===== src/rtl/ahb_arbiter.sv =====
// ahb_arbiter -- round-robin AHB bus arbiter with fixed-length burst hold.
// The grant parks on master 0 when the bus is idle. A fixed-length burst
// (WRAP4..INCR16) keeps the grant until its last SEQ beat is accepted or an
// ERROR response arrives.
// Optional feature: define AHB_ARB_LOCK_EN to add locked-transfer support
// (ARB_LOCKED state and registered Hmastlock). Without it Hlock is ignored
// and Hmastlock is tied low.

`ifndef NUM_MASTERS
`define NUM_MASTERS 4
`endif

module ahb_arbiter #(
  parameter int NUM_MASTERS  = `NUM_MASTERS,
  parameter int MASTER_WIDTH = (NUM_MASTERS > 1) ? $clog2(NUM_MASTERS) : 1
) (
  input  logic                      Hclk,
  input  logic                      Hresetn,
  input  logic [NUM_MASTERS-1:0]    Hbusreq,
  input  logic [NUM_MASTERS-1:0]    Hlock,
  input  logic [2*NUM_MASTERS-1:0]  Htrans,
  input  logic [3*NUM_MASTERS-1:0]  Hburst,
  input  logic                      Hready,
  input  logic [1:0]                Hresp,
  output logic [NUM_MASTERS-1:0]    Hgrant,
  output logic [MASTER_WIDTH-1:0]   Hmaster,
  output logic                      Hmastlock
);

  localparam logic [1:0] ARB_IDLE   = 2'd0;
  localparam logic [1:0] ARB_OWNED  = 2'd1;
  localparam logic [1:0] ARB_BURST  = 2'd2;
  localparam logic [1:0] ARB_LOCKED = 2'd3;

  localparam logic [1:0] TRANS_NONSEQ = 2'd2;
  localparam logic [1:0] TRANS_SEQ    = 2'd3;
  localparam logic [1:0] RESP_ERROR   = 2'b01;

  logic [1:0]              state, state_nxt;
  logic [MASTER_WIDTH-1:0] rr_ptr, rr_ptr_nxt;
  logic [3:0]              beat_cnt, beat_cnt_nxt;
  logic [NUM_MASTERS-1:0]  grant_nxt;

  logic [MASTER_WIDTH-1:0] grant_idx;
  logic [1:0]              owner_trans;
  logic [2:0]              owner_burst;
  logic                    owner_granted;
  logic                    burst_start;
  logic [3:0]              burst_len;
  logic                    rr_found;
  logic [MASTER_WIDTH-1:0] rr_idx;
  logic                    rearb;

`ifdef AHB_ARB_LOCK_EN
  logic lock_start;
  logic lock_tail, lock_tail_nxt;
`else
  logic unused_lock;
  assign unused_lock = ^Hlock;
`endif

  // Encode the one-hot grant into the index of the granted master.
  // NOTE: every combinational output gets a default before any branch, so
  // no path leaves it unassigned and no latch is inferred.
  always_comb begin
    grant_idx = '0;
    for (int i = 0; i < NUM_MASTERS; i++)
      if (Hgrant[i]) grant_idx = MASTER_WIDTH'(i);
  end

  // Select the transfer type and burst type driven by the address-phase owner.
  always_comb begin
    owner_trans = '0;
    owner_burst = '0;
    for (int i = 0; i < NUM_MASTERS; i++)
      if (Hmaster == MASTER_WIDTH'(i)) begin
        owner_trans = Htrans[2*i +: 2];
        owner_burst = Hburst[3*i +: 3];
      end
  end

  assign owner_granted = |(Hgrant & (NUM_MASTERS'(1) << Hmaster));
  // A burst is held only if its owner still holds the grant, so that the
  // held grant and the next Hmaster stay the same master.
  assign burst_start   = owner_granted && (owner_trans == TRANS_NONSEQ) &&
                         (owner_burst >= 3'd2);

  // Beats remaining after the NONSEQ beat: 4, 8 or 16-beat bursts.
  always_comb begin
    case (owner_burst)
      3'd2, 3'd3: burst_len = 4'd3;
      3'd4, 3'd5: burst_len = 4'd7;
      3'd6, 3'd7: burst_len = 4'd15;
      default:    burst_len = 4'd0;
    endcase
  end

`ifdef AHB_ARB_LOCK_EN
  assign lock_start = Hlock[grant_idx] & Hbusreq[grant_idx];
`endif

  // Round-robin search starting one past the last granted master.
  always_comb begin
    rr_found = 1'b0;
    rr_idx   = '0;
    for (int k = 1; k <= NUM_MASTERS; k++)
      if (!rr_found && Hbusreq[(int'(rr_ptr) + k) % NUM_MASTERS]) begin
        rr_found = 1'b1;
        rr_idx   = MASTER_WIDTH'((int'(rr_ptr) + k) % NUM_MASTERS);
      end
  end

  // Next-state logic: decide whether to hold the current grant or re-arbitrate.
  always_comb begin
    state_nxt    = state;
    grant_nxt    = Hgrant;
    rr_ptr_nxt   = rr_ptr;
    beat_cnt_nxt = beat_cnt;
    rearb        = 1'b0;
`ifdef AHB_ARB_LOCK_EN
    lock_tail_nxt = lock_tail;
`endif
    case (state)
      ARB_BURST: begin
        if (Hresp == RESP_ERROR) begin
          beat_cnt_nxt = 4'd0;
          rearb        = 1'b1;
        end else if (owner_trans == TRANS_SEQ) begin
          if (beat_cnt <= 4'd1) begin
            beat_cnt_nxt = 4'd0;
            rearb        = 1'b1;
          end else begin
            beat_cnt_nxt = beat_cnt - 4'd1;
          end
        end
      end
`ifdef AHB_ARB_LOCK_EN
      ARB_LOCKED: begin
        // Hold until Hlock drops, then for one more accepted transfer.
        if (Hlock[grant_idx]) begin
          lock_tail_nxt = 1'b0;
        end else if (lock_tail) begin
          lock_tail_nxt = 1'b0;
          rearb         = 1'b1;
        end else begin
          lock_tail_nxt = 1'b1;
        end
      end
`endif
      default: begin
        if (burst_start) begin
          state_nxt    = ARB_BURST;
          beat_cnt_nxt = burst_len;
`ifdef AHB_ARB_LOCK_EN
        end else if (lock_start) begin
          state_nxt     = ARB_LOCKED;
          lock_tail_nxt = 1'b0;
`endif
        end else begin
          rearb = 1'b1;
        end
      end
    endcase

    if (rearb) begin
      if (rr_found) begin
        grant_nxt  = NUM_MASTERS'(1) << rr_idx;
        rr_ptr_nxt = rr_idx;
        state_nxt  = ARB_OWNED;
      end else begin
        grant_nxt  = NUM_MASTERS'(1);
        state_nxt  = ARB_IDLE;
      end
    end
  end

  // Arbiter state registers; Hready low freezes everything.
  // NOTE: sequential state uses non-blocking assignments so every register
  // samples the pre-edge values regardless of statement order.
  always_ff @(posedge Hclk or negedge Hresetn) begin
    if (!Hresetn) begin
      state    <= ARB_IDLE;
      Hgrant   <= NUM_MASTERS'(1);
      Hmaster  <= '0;
      rr_ptr   <= '0;
      beat_cnt <= '0;
    end else if (Hready) begin
      state    <= state_nxt;
      Hgrant   <= grant_nxt;
      Hmaster  <= grant_idx;
      rr_ptr   <= rr_ptr_nxt;
      beat_cnt <= beat_cnt_nxt;
    end
  end

`ifdef AHB_ARB_LOCK_EN
  // Lock tail flag and Hmastlock, which follows Hmaster's registered Hlock.
  always_ff @(posedge Hclk or negedge Hresetn) begin
    if (!Hresetn) begin
      lock_tail <= 1'b0;
      Hmastlock <= 1'b0;
    end else if (Hready) begin
      lock_tail <= lock_tail_nxt;
      Hmastlock <= Hlock[grant_idx];
    end
  end
`else
  assign Hmastlock = 1'b0;
`endif

endmodule


===== config.mk =====
export PLATFORM = sky130hd
export DESIGN_NAME = ahb_arbiter
export DESIGN_NICKNAME = d
export VERILOG_FILES = /design/src/rtl/ahb_arbiter.sv
export SDC_FILE = /design/constraint.sdc
export NUM_CORES = 1
export LEC_CHECK = 0
export CORE_UTILIZATION = 37
export CTS_CLUSTER_DIAMETER = 50
export DETAILED_ROUTE_END_ITERATION = 10
export PLACE_DENSITY = 0.7
export SLEW_MARGIN = 20
export SYNTH_ARGS = -nofsm -noshare
export SYNTH_HDL_FRONTEND = slang
export SYNTH_SLANG_ARGS = --single-unit

===== constraint.sdc =====
create_clock -name Hclk -period 5 [get_ports Hclk]
set_clock_uncertainty 0.05 [all_clocks]
set_input_delay 0.5 -clock Hclk [delete_from_list [all_inputs] [get_ports Hclk]]
set_output_delay 0.5 -clock Hclk [all_outputs]
set_load 0.03 [all_outputs]

# After elaboration in Yosys (flattened, before gate mapping)
# Cells that the tools add are included.
[totals] latch_bits=0 mem_bits_ro=0 input_bits=33 out_inout_bits=7 ramBits=0 elab_cells=108 n_memories=0 register_bits=14
[op_classes] order_cmp=6 n_mux=47 n_bitwise=5 n_eq_ne=15 shift=2 multipliers=0 add_sub_neg=5 n_div=0 reduce_logical=23
[ops] cell="2-bit 2-to-1 mux" count=13
[ops] cell="4-bit 2-to-1 mux" count=6
[ops] cell="1-bit 2-to-1 mux" count=19
[ops] cell="3-bit by 4-bit < comparator with 1-bit output, second input constant" count=4
[ops] cell="2-bit OR reduction" count=7
[ops] cell="3-bit equality test, second input constant" count=4
[ops] cell="3-bit 2-to-1 mux" count=4
[ops] cell="4-bit case mux with 3 select lines" count=1
[ops] cell="2-bit equality test, second input constant" count=5
[ops] cell="3-bit AND reduction" count=3
[ops] cell="1-bit binary-select mux with 2-bit select" count=4
[ops] cell="1-bit by 2-bit << shifter with 4-bit output, first input constant" count=2
[ops] cell="3-bit by 2-bit equality test with 1-bit output, second input constant" count=2
[ops] cell="1-bit logical AND" count=5
[ops] cell="2-bit by 1-bit adder with 2-bit output, second input constant" count=2
[ops] cell="2-bit adder, second input constant" count=2
[ops] cell="1-bit bitwise AND, first input constant" count=4
[ops] cell="4-bit bitwise AND" count=1
[ops] cell="2-bit by 1-bit equality test with 1-bit output, second input constant" count=2
[ops] cell="4-bit by 1-bit <= comparator with 1-bit output, second input constant" count=1
[ops] cell="2-bit nonzero test" count=2
[ops] cell="4-bit OR reduction" count=1
[ops] cell="4-bit by 1-bit subtractor with 4-bit output, second input constant" count=1
[ops] cell="3-bit by 2-bit >= comparator with 1-bit output, second input constant" count=1
[ops] cell="5 further kinds" count=7

# Logic depth before layout (Yosys ltp)
# Gate-level depths: netlist of the first run.
[logic_depth] word_depth=18 ltp_mapped=7 mapped_depth_nobuf=7

# Worst setup path before layout of the first run
# Ideal clock, no wire load.
[synth_path] kind="register to register" startpoint="register Hmaster[0]" endpoint="register rr_ptr[0]" slack_ns=2.708 path_stages_with_launch=7 period_less_slack_ns=2.292 arrival_time_ns=2.117 cell_sequence="dfrtp_1 -> buf_6 -> mux4_2 -> o21ai_4 -> o221ai_4 -> nor2_4 -> mux2_4"
[synth_between] elab_chain_len=11 elab_cells_between_ends=25
[synth_rtl] element="start, declared" line="26" rtl="output logic [MASTER_WIDTH-1:0] Hmaster,"
[synth_rtl] element="start signal, assigned" line="190" rtl="Hmaster <= grant_idx;"
[synth_rtl] element="parallel branches: the longest is 9 deep, another holds 3-bit by 2-bit >= comparator with 1-bit output"
[synth_rtl] element="1-bit 2-to-1 mux (*)" line="123" rtl="case (state)"
[synth_rtl] element="3-bit AND reduction (no line) (*)"
[synth_rtl] element="end signal, assigned" line="191" rtl="rr_ptr <= rr_ptr_nxt;"
[synth_rtl] element="end, declared" line="40" rtl="logic [MASTER_WIDTH-1:0] rr_ptr, rr_ptr_nxt;"
# Every way passes the cells marked *.
# A chain may end at the register's enable or synchronous reset.

# Final worst setup path of the first run
# Same ends and word-level chain as after synthesis.

==> flow_summary.json, run 1 <==
{
  "critPathMaxFanout": 8,
  "pwr-share-seq": 0.326,
  "finalHoldViolCount": 0,
  "rr_endpoint": "rr_ptr[0]",
  "antenna_cells": 0,
  "place_congestion": 0.728,
  "core_area_sq_um": 2540,
  "fillers": 221,
  "grt_pass1_vias": 746,
  "min_path_type": "flip-flop to flip-flop",
  "drc": 0,
  "clkLatencyLatePin_ns": 0.27,
  "status": "completed",
  "p_int_mw": 0.416,
  "grt_pass1_wl_mm": 3.10,
  "htreeDepth": 1,
  "setup_violations": 0,
  "ff2ff_path_depth": 5,
  "rows": 18,
  "worstSetupStartpoint": "Hmaster[0]",
  "rsz0062_at_grt": "false",
  "ys_seq_area_frac": 0.346,
  "p_switching_mw": 0.309,
  "whs_path_depth": 1,
  "reg2reg_setup_slack_ns": 2.67,
  "total_power_mw": 0.725,
  "io_pins": 40,
  "power.leakage_nw": 0.546,
  "track_usage": 0.149,
  "placed_cell_area_sq_um": 1330,
  "synth_top_area_cell": "dfrtp_1",
  "stdcell_area_sq_um": 1370,
  "viasPerCell": 5.46,
  "dr.first_iter.drc_count": 4,
  "clock_sinks": 14,
  "antenna_found_initial": 0,
  "final_antenna_net_count": 0,
  "drive_gt1_frac": 0.153,
  "die_w_microns": 54.4,
  "startpoint_type": "flip-flop",
  "grt_overflow": 0,
  "syn2layout_area_growth_pct": 34.6,
  "synthesis.area_sq_um": 1020,
  "place.port_buffers": 30,
  "ctsHoldBuffers": 0,
  "combPwrFrac": 0.564,
  "tns_ns": 0,
  "ys_ff_latch": 14,
  "worstMarginPinSlew_ns": 0.931,
  "worstSetupEndpointType": "flip-flop",
  "synth_top_area_frac": 0.320,
  "finalCritPeriodShare": 0.465,
  "cts_resized": 0,
  "holdCritStartpoint": "state[0]",
  "drtPass1Iterations": 4,
  "fmax_mhz": 430,
  "cts_buffers": 3,
  "min_to": "state[0]",
  "dp_hpwl_mm": 1.73,
  "async_flop_share": 1.00,
  "syn_inst": 93,
  "cp.arrival_ns": 2.44,
  "p_clk_frac": 0.110,
  "cp_top_family": "multiplexers",
  "max_slew_margin": 0.371,
  "r2r_start": "Hmaster[0]",
  "powerDensity_nw_per_um2": 530,
  "cts_tree": "built",
  "clkTransAtPathRegs_ns": 0.08,
  "cts-root-buf": "clkbuf_4",
  "die_y_microns": 54.4,
  "fin_util": 0.537,
  "cts_setup_buffers": 0,
  "num_vias": 841,
  "syn_area_per_cell_sq_um": 10.9,
  "worstPathRequired_ns": 5.11,
  "path_cells": "mux4_2 > o21ai_4 > o221ai_4 > nor2_4 > mux2_4",
  "synth_area_leaders": "dfrtp_1 (32%), mux4_2 (11%), a21oi_1 (3.4%)",
  "wl_per_cell_microns": 13.7,
  "finalNetCount": 160,
  "yosys_warnings": 0,
  "grt_max_degree": 15,
  "cts_max_path_buffers": 2,
  "ir_drop_uv": 346,
  "swShare": 0.426,
  "worst-path-buf-inv": 0,
  "synth.most_common_cell": "dfrtp_1",
  "dieArea_sq_um": 2960,
  "synth_top_flop_cell": "dfrtp_1",
  "slew_viol_final": 0,
  "synth.distinct_cells": 41,
  "synth_common_cells": "dfrtp_1 (13), nor2_1 (8), a21oi_1 (7), nand2_1 (7)",
  "start_util": 0.399,
  "period_minus_slack_ns": 2.33,
  "drv_cap": 0,
  "drt-total-wl_mm": 2.12,
  "slowest_stage": "mux4_2",
  "syn_nets": 128,
  "synth_edf_count": 0,
  "critPathMaxStageDelay_ns": 0.62,
  "path_class": "flip-flop to flip-flop"
}
logic make-up after synthesis:
family                     after synthesis  share of synthesized area
xor gates and xnor gates                 1                    0.00862
muxes                                    9                      0.161
adders and majority gates                2                     0.0246
AOI/OAI and AO/OA                       30                      0.239
buffers and inverters                    8                     0.0406
and+or+nand+nor                         28                      0.176
other                                    1                    0.00369
DFF                                     14                      0.346
per-layer routing:
metal / global-route usage / up-vias / share of wire / routed length [microns]
met5: 0 / - / 0 / 0
met4: 0.0897 / 0 / 0.013 / 27
met3: 0.0111 / 2 / 0.070 / 148
met2: 0.256 / 32 / 0.47 / 1000
met1: 0.179 / 393 / 0.44 / 938
li1: - / 414 / - / -
cell type report:
type | count | area (sq um) | area share
Clock buffer | 4 | 36.3 | 0.0265
Inverter | 5 | 18.8 | 0.0137
Multi-Input combinational cell | 71 | 623 | 0.456
Sequential cell | 14 | 352 | 0.257
Tap cell | 30 | 37.5 | 0.0274
Timing Repair Buffer | 30 | 300 | 0.220
stage by stage:
step / hold slack [ns] / cells / setup slack [ns]
6_report: 0.469 / 154 / 2.67
5_1_grt: 0.488 / 154 / 2.56
4_1_cts: 0.471 / 154 / 2.66
3_5_place_dp: 0.451 / 150 / 2.39
3_3_place_gp: 0.433 / 150 / 2.43
2_1_floorplan: 0.154 / 93 / 2.71
worst max-delay path by stage:
stage / to / slack [ns] / cells past startpoint
2_1_floorplan: rr_ptr[0] / 2.71 / 6
3_3_place_gp: rr_ptr[0] / 2.43 / 6
3_5_place_dp: rr_ptr[0] / 2.39 / 6
4_1_cts: rr_ptr[1] / 2.66 / 5
5_1_grt: rr_ptr[1] / 2.56 / 5
6_report: rr_ptr[0] / 2.67 / 5
flip-flops by register name, indices dropped and copies added, names as in the netlist:
register	cells
rr_ptr	2
Hgrant	4
beat_cnt	4
Hmaster	2
state	2
placed cells by master, fill, tap and decap left out, types with 2 or more instances in the layout:
master and instances:
a21o_1 3, a21oi_1 7, clkbuf_4 3, clkdlybuf4s50_1 30, dfrtp_1 13, ha_1 2, inv_1 5, mux2_4 2
mux4_2 5, nand2_1 7, nand2b_1 3, nand3_1 2, nor2_1 8, o21ai_0 2, o21ai_1 4, o31ai_1 3
power by group through the flow:
| stage | sequential [mW] | combinational (mW) | clock, mW |
|---|---|---|---|
| after global placement | 0.236 | 0.403 | 0 |
| after global routing | 0.246 | 0.442 | 0.0886 |
| final | 0.237 | 0.409 | 0.0796 |
| after CTS | 0.237 | 0.412 | 0.0831 |
| after floorplan | 0.264 | 0.272 | 0 |
| after detailed placement | 0.239 | 0.411 | 0 |
Note: power is estimated with default switching activity, not from simulation.
==> run 2, diff against run 1 <==
==> constraint.sdc (replaced) <==
create_clock -name Hclk -period 2.2 [get_ports Hclk]
set_clock_uncertainty 0.05 [all_clocks]
set_input_delay 0.22 -clock Hclk [delete_from_list [all_inputs] [get_ports Hclk]]
set_output_delay 0.22 -clock Hclk [all_outputs]
set_load 0.03 [all_outputs]
==> flow_summary.json, run 2 (synthesis results as in run 1) <==
{
  "drc": 0,
  "power.leakage_nw": 0.579,
  "cts_max_path_buffers": 2,
  "p_int_mw": 0.990,
  "place.port_buffers": 30,
  "slowest_stage": "mux4_2",
  "slew_viol_final": 0,
  "p_clk_frac": 0.102,
  "viasPerCell": 5.39,
  "most-common-layout-cells": "clkdlybuf4s50_1 (30), dfrtp_1 (12), nor2_1 (8)",
  "htreeDepth": 1,
  "total_power_mw": 1.70,
  "grt_pass1_vias": 858,
  "die_w_microns": 54.4,
  "dp_hpwl_mm": 1.82,
  "drive_gt1_frac": 0.206,
  "p_switching_mw": 0.709,
  "cts_tree": "built",
  "grt_max_degree": 15,
  "dr.first_iter.drc_count": 17,
  "fin_util": 0.559,
  "dieArea_sq_um": 2960,
  "powerDensity_nw_per_um2": 1200,
  "start_util": 0.399,
  "cts_resized": 0,
  "stdcell_area_sq_um": 1420,
  "combPwrFrac": 0.581,
  "final_antenna_net_count": 0,
  "worst-path-buf-inv": 0,
  "worstPathRequired_ns": 2.31,
  "clkLatencyLatePin_ns": 0.26,
  "worstMarginPinSlew_ns": 0.590,
  "syn2layout_area_growth_pct": 39.9,
  "min_path_type": "input port to asynchronous set/reset pin",
  "rows": 18,
  "path_cells": "mux4_2 > nand3b_4 > o221ai_4 > nor2_4 > mux2_4",
  "core_area_sq_um": 2540,
  "die_y_microns": 54.4,
  "cts_buffers": 3,
  "rsz0062_at_grt": "false",
  "drv_cap": 0,
  "drtPass1Iterations": 4,
  "clkTransAtPathRegs_ns": 0.08,
  "cts-root-buf": "clkbuf_4",
  "pwr-share-seq": 0.317,
  "grt_pass1_wl_mm": 3.49,
  "status": "completed",
  "path_class": "flip-flop to flip-flop",
  "wl_per_cell_microns": 13.5,
  "swShare": 0.417,
  "worstSetupEndpointType": "flip-flop",
  "ir_drop_uv": 916,
  "antenna_found_initial": 0,
  "holdWs_ns": 0.274,
  "critPathMaxStageDelay_ns": 0.57,
  "drt-total-wl_mm": 2.17,
  "place_congestion": 0.760,
  "max_slew_margin": 0.606,
  "fmax_mhz": 475,
  "track_usage": 0.163,
  "critPathMaxFanout": 7,
  "reg_top3": "Hgrant: 4 flops, beat_cnt: 4 flops",
  "finalCritPeriodShare": 0.956,
  "antenna_cells": 0,
  "cp.arrival_ns": 2.21,
  "period_minus_slack_ns": 2.10,
  "mostFrequentLayoutCell": "clkdlybuf4s50_1",
  "finalHoldViolCount": 0,
  "finalNetCount": 167,
  "grt_overflow": 0,
  "setup_violations": 0,
  "io_pins": 40,
  "placed_cell_area_sq_um": 1380,
  "clock_sinks": 14,
  "cp_top_family": "multiplexers",
  "startpoint_type": "flip-flop",
  "num_vias": 867
}
-- run 2: what timing repair did --
item | 4_1_cts | 5_1_grt
setup buffers | 0 | 1
hold buffers | 0 | 0
setup endpoints to repair | 0 | 1
-- run 2: per-stage QoR --
step / cells / worst slack, ns / setup TNS, ns
after CTS: 160 / 0.0680 / 0
after global placement: 156 / 0.00334 / 0
after floorplan: 93 / 0.00709 / 0
final: 161 / 0.0958 / 0
after global routing: 161 / 0.0116 / 0
after detailed placement: 156 / -0.0285 / -0.0605
-- run 2: path summary, 6_finish.rpt --
check | startpoint | end | slack, ns | cells past startpoint
min | Hresetn | beat_cnt[3] | 0.27 | 1
min reg2reg | state[0] | state[0] | 0.45 | 1
min in group Hclk | state[0] | state[0] | 0.45 | 1
max reg2reg | Hmaster[0] | rr_ptr[1] | 0.1 | 5
max in group asynchronous | Hresetn | Hmaster[0] | 1.41 | 1
max | Hmaster[0] | rr_ptr[1] | 0.1 | 5
-- run 2: metal layers --
layer,vias up,global-route usage,part of all wire
li1,424,-,-
met1,411,0.175,0.38
met2,30,0.313,0.52
met3,2,0.0139,0.084
met4,0,0.0812,0.012
met5,-,0,0
-- run 2: cell type report --
class | instances | area [sq um]
Tap cell | 30 | 37.5
Inverter | 5 | 18.8
Fill cell | 223 | 1120
Sequential cell | 14 | 353
Clock buffer | 4 | 36.3
Multi-Input combinational cell | 71 | 623
Timing Repair Buffer | 37 | 353
-- run 2: power groups by stage --
stage	registers, mW	clock network, mW	logic [mW]
after floorplan	0.602	0	0.618
after global placement	0.540	0	0.954
after detailed placement	0.547	0	0.978
after CTS	0.544	0.182	0.981
after global routing	0.562	0.192	1.08
final	0.539	0.174	0.986
==> run 3, diff against run 2 <==
--- a/config.mk
+++ b/config.mk
@@ -8,7 +8,7 @@
 export CORE_UTILIZATION = 37
 export CTS_CLUSTER_DIAMETER = 50
 export DETAILED_ROUTE_END_ITERATION = 10
-export PLACE_DENSITY = 0.7
+export PLACE_DENSITY = 0.72
 export SLEW_MARGIN = 20
 export SYNTH_ARGS = -nofsm -noshare
 export SYNTH_HDL_FRONTEND = slang
==> flow_summary.json, run 3 (synthesis results as in run 1) <==
{
  "status": "completed",
  "path_class": "flip-flop to flip-flop",
  "antenna_cells": 0,
  "rows": 18,
  "drv_cap": 0,
  "fin_util": 0.559,
  "setup_violations": 0,
  "cp-endpoint": "rr_ptr[0]",
  "rr_endpoint": "rr_ptr[0]",
  "ir_drop_uv": 795,
  "syn2layout_area_growth_pct": 39.9,
  "p_int_mw": 0.989,
  "critPathMaxStageDelay_ns": 0.58,
  "fmax_mhz": 475,
  "place_ws_ns": -0.0258,
  "die_w_microns": 54.4,
  "critical_path_depth": 5,
  "rsz0062_at_grt": "false",
  "viasPerCell": 5.42,
  "htreeDepth": 1,
  "clock_sinks": 14,
  "reg2reg_setup_slack_ns": 0.09,
  "drtPass1Iterations": 4,
  "cts_buffers": 3,
  "num_vias": 872,
  "wl_per_cell_microns": 13.8,
  "dieArea_sq_um": 2960,
  "antenna_found_initial": 0,
  "drive_gt1_frac": 0.206,
  "most-common-layout-cells": "clkdlybuf4s50_1 (30), dfrtp_1 (12), nor2_1 (8)",
  "cp_top_family": "multiplexers",
  "tns_ns": 0,
  "mostFrequentLayoutCell": "clkdlybuf4s50_1",
  "slew_viol_final": 0,
  "slowest_stage": "mux4_2",
  "final_antenna_net_count": 0,
  "reg_top3": "Hgrant: 4 flops, beat_cnt: 4 flops",
  "cts-root-buf": "clkbuf_4",
  "worstMarginPinSlew_ns": 0.573,
  "clkTransAtPathRegs_ns": 0.08,
  "fillers": 218,
  "track_usage": 0.164,
  "finalNetCount": 167,
  "p_switching_mw": 0.717,
  "worstSetupEndpointType": "flip-flop",
  "dp_hpwl_mm": 1.80,
  "cts_resized": 0,
  "clkLatencyLatePin_ns": 0.27,
  "holdWs_ns": 0.262,
  "start_util": 0.399,
  "drc": 0,
  "combPwrFrac": 0.578,
  "cts_tree": "built",
  "pwr-share-seq": 0.318,
  "io_pins": 40,
  "cp.arrival_ns": 2.22,
  "die_y_microns": 54.4,
  "ff2ff_path_depth": 5,
  "core_area_sq_um": 2540,
  "ctsHoldBuffers": 0,
  "place_congestion": 0.774,
  "max_slew_margin": 0.615,
  "drt-total-wl_mm": 2.22,
  "setup_ws_ns": 0.0928,
  "critPathMaxFanout": 7,
  "p_clk_frac": 0.104,
  "worst-path-buf-inv": 0,
  "worstPathRequired_ns": 2.31,
  "grt_pass1_wl_mm": 3.39,
  "grt_overflow": 0,
  "path_cells": "mux4_2 > nand3b_4 > o221ai_4 > nor2_4 > mux2_4",
  "worstSetupStartpoint": "Hmaster[0]",
  "min_path_type": "input port to asynchronous set/reset pin",
  "powerDensity_nw_per_um2": 1200,
  "period_minus_slack_ns": 2.11,
  "finalHoldViolCount": 0,
  "r2r_start": "Hmaster[0]",
  "dr.first_iter.drc_count": 9,
  "swShare": 0.420,
  "grt_pass1_vias": 832,
  "startpoint_type": "flip-flop",
  "finalCritPeriodShare": 0.958,
  "power.leakage_nw": 0.579,
  "place.port_buffers": 30,
  "cts_max_path_buffers": 2,
  "grt_max_degree": 15
}
run 3: cell counts in the layout (fill, tap and decap cells not counted):
Identical to the previous run, type by type.
run 3: area by class of cell:
class	instances	area [sq um]	share of cell area
flip-flops and latches	14	353	0.248
inverters	5	18.8	0.0132
repair buffers	37	353	0.248
multi-input cells	71	623	0.438
well taps	30	37.5	0.0264
clock buffers	4	36.3	0.0255
run 3: metrics by stage:
step	power, mW	cell area [sq um]	cells
detailed placement	1.52	1380	156
global placement	1.49	1380	156
finish	1.71	1420	161
CTS	1.71	1410	160
global route	1.83	1420	161
floorplan	1.22	1020	93
run 3: power groups by stage:
stage | combinational [mW] | clock [mW] | sequential (mW)
4_1_cts | 0.977 | 0.189 | 0.547
3_3_place_gp | 0.953 | 0 | 0.538
3_5_place_dp | 0.975 | 0 | 0.549
6_report | 0.986 | 0.178 | 0.543
2_1_floorplan | 0.618 | 0 | 0.602
5_1_grt | 1.06 | 0.198 | 0.569
run 3: what timing repair did:
item | in CTS | in global routing
endpoints found under the hold margin | 0 | 0
endpoints found under the setup margin | 0 | 4
buffers inserted | 0 | 1
run 3: per-layer routing:
layer,global-route usage,wire (microns),up-vias
li1,-,-,426
met5,0,0,-
met3,0.0167,156,2
met2,0.295,1080,27
met4,0.103,34,0
met1,0.182,952,417
run 3: worst min-delay path by stage:
| stage | from | end | slack (ns) | depth (start not counted) |
|---|---|---|---|---|
| 2_1_floorplan | Hresetn | Hgrant[1] | -0.13 | 0 |
| 3_3_place_gp | state[0] | state[0] | 0.43 | 1 |
| 3_5_place_dp | state[0] | state[0] | 0.44 | 1 |
| 4_1_cts | Hresetn | rr_ptr[0] | 0.28 | 1 |
| 5_1_grt | Hresetn | rr_ptr[0] | 0.31 | 1 |
| 6_report | Hresetn | rr_ptr[0] | 0.26 | 1 |
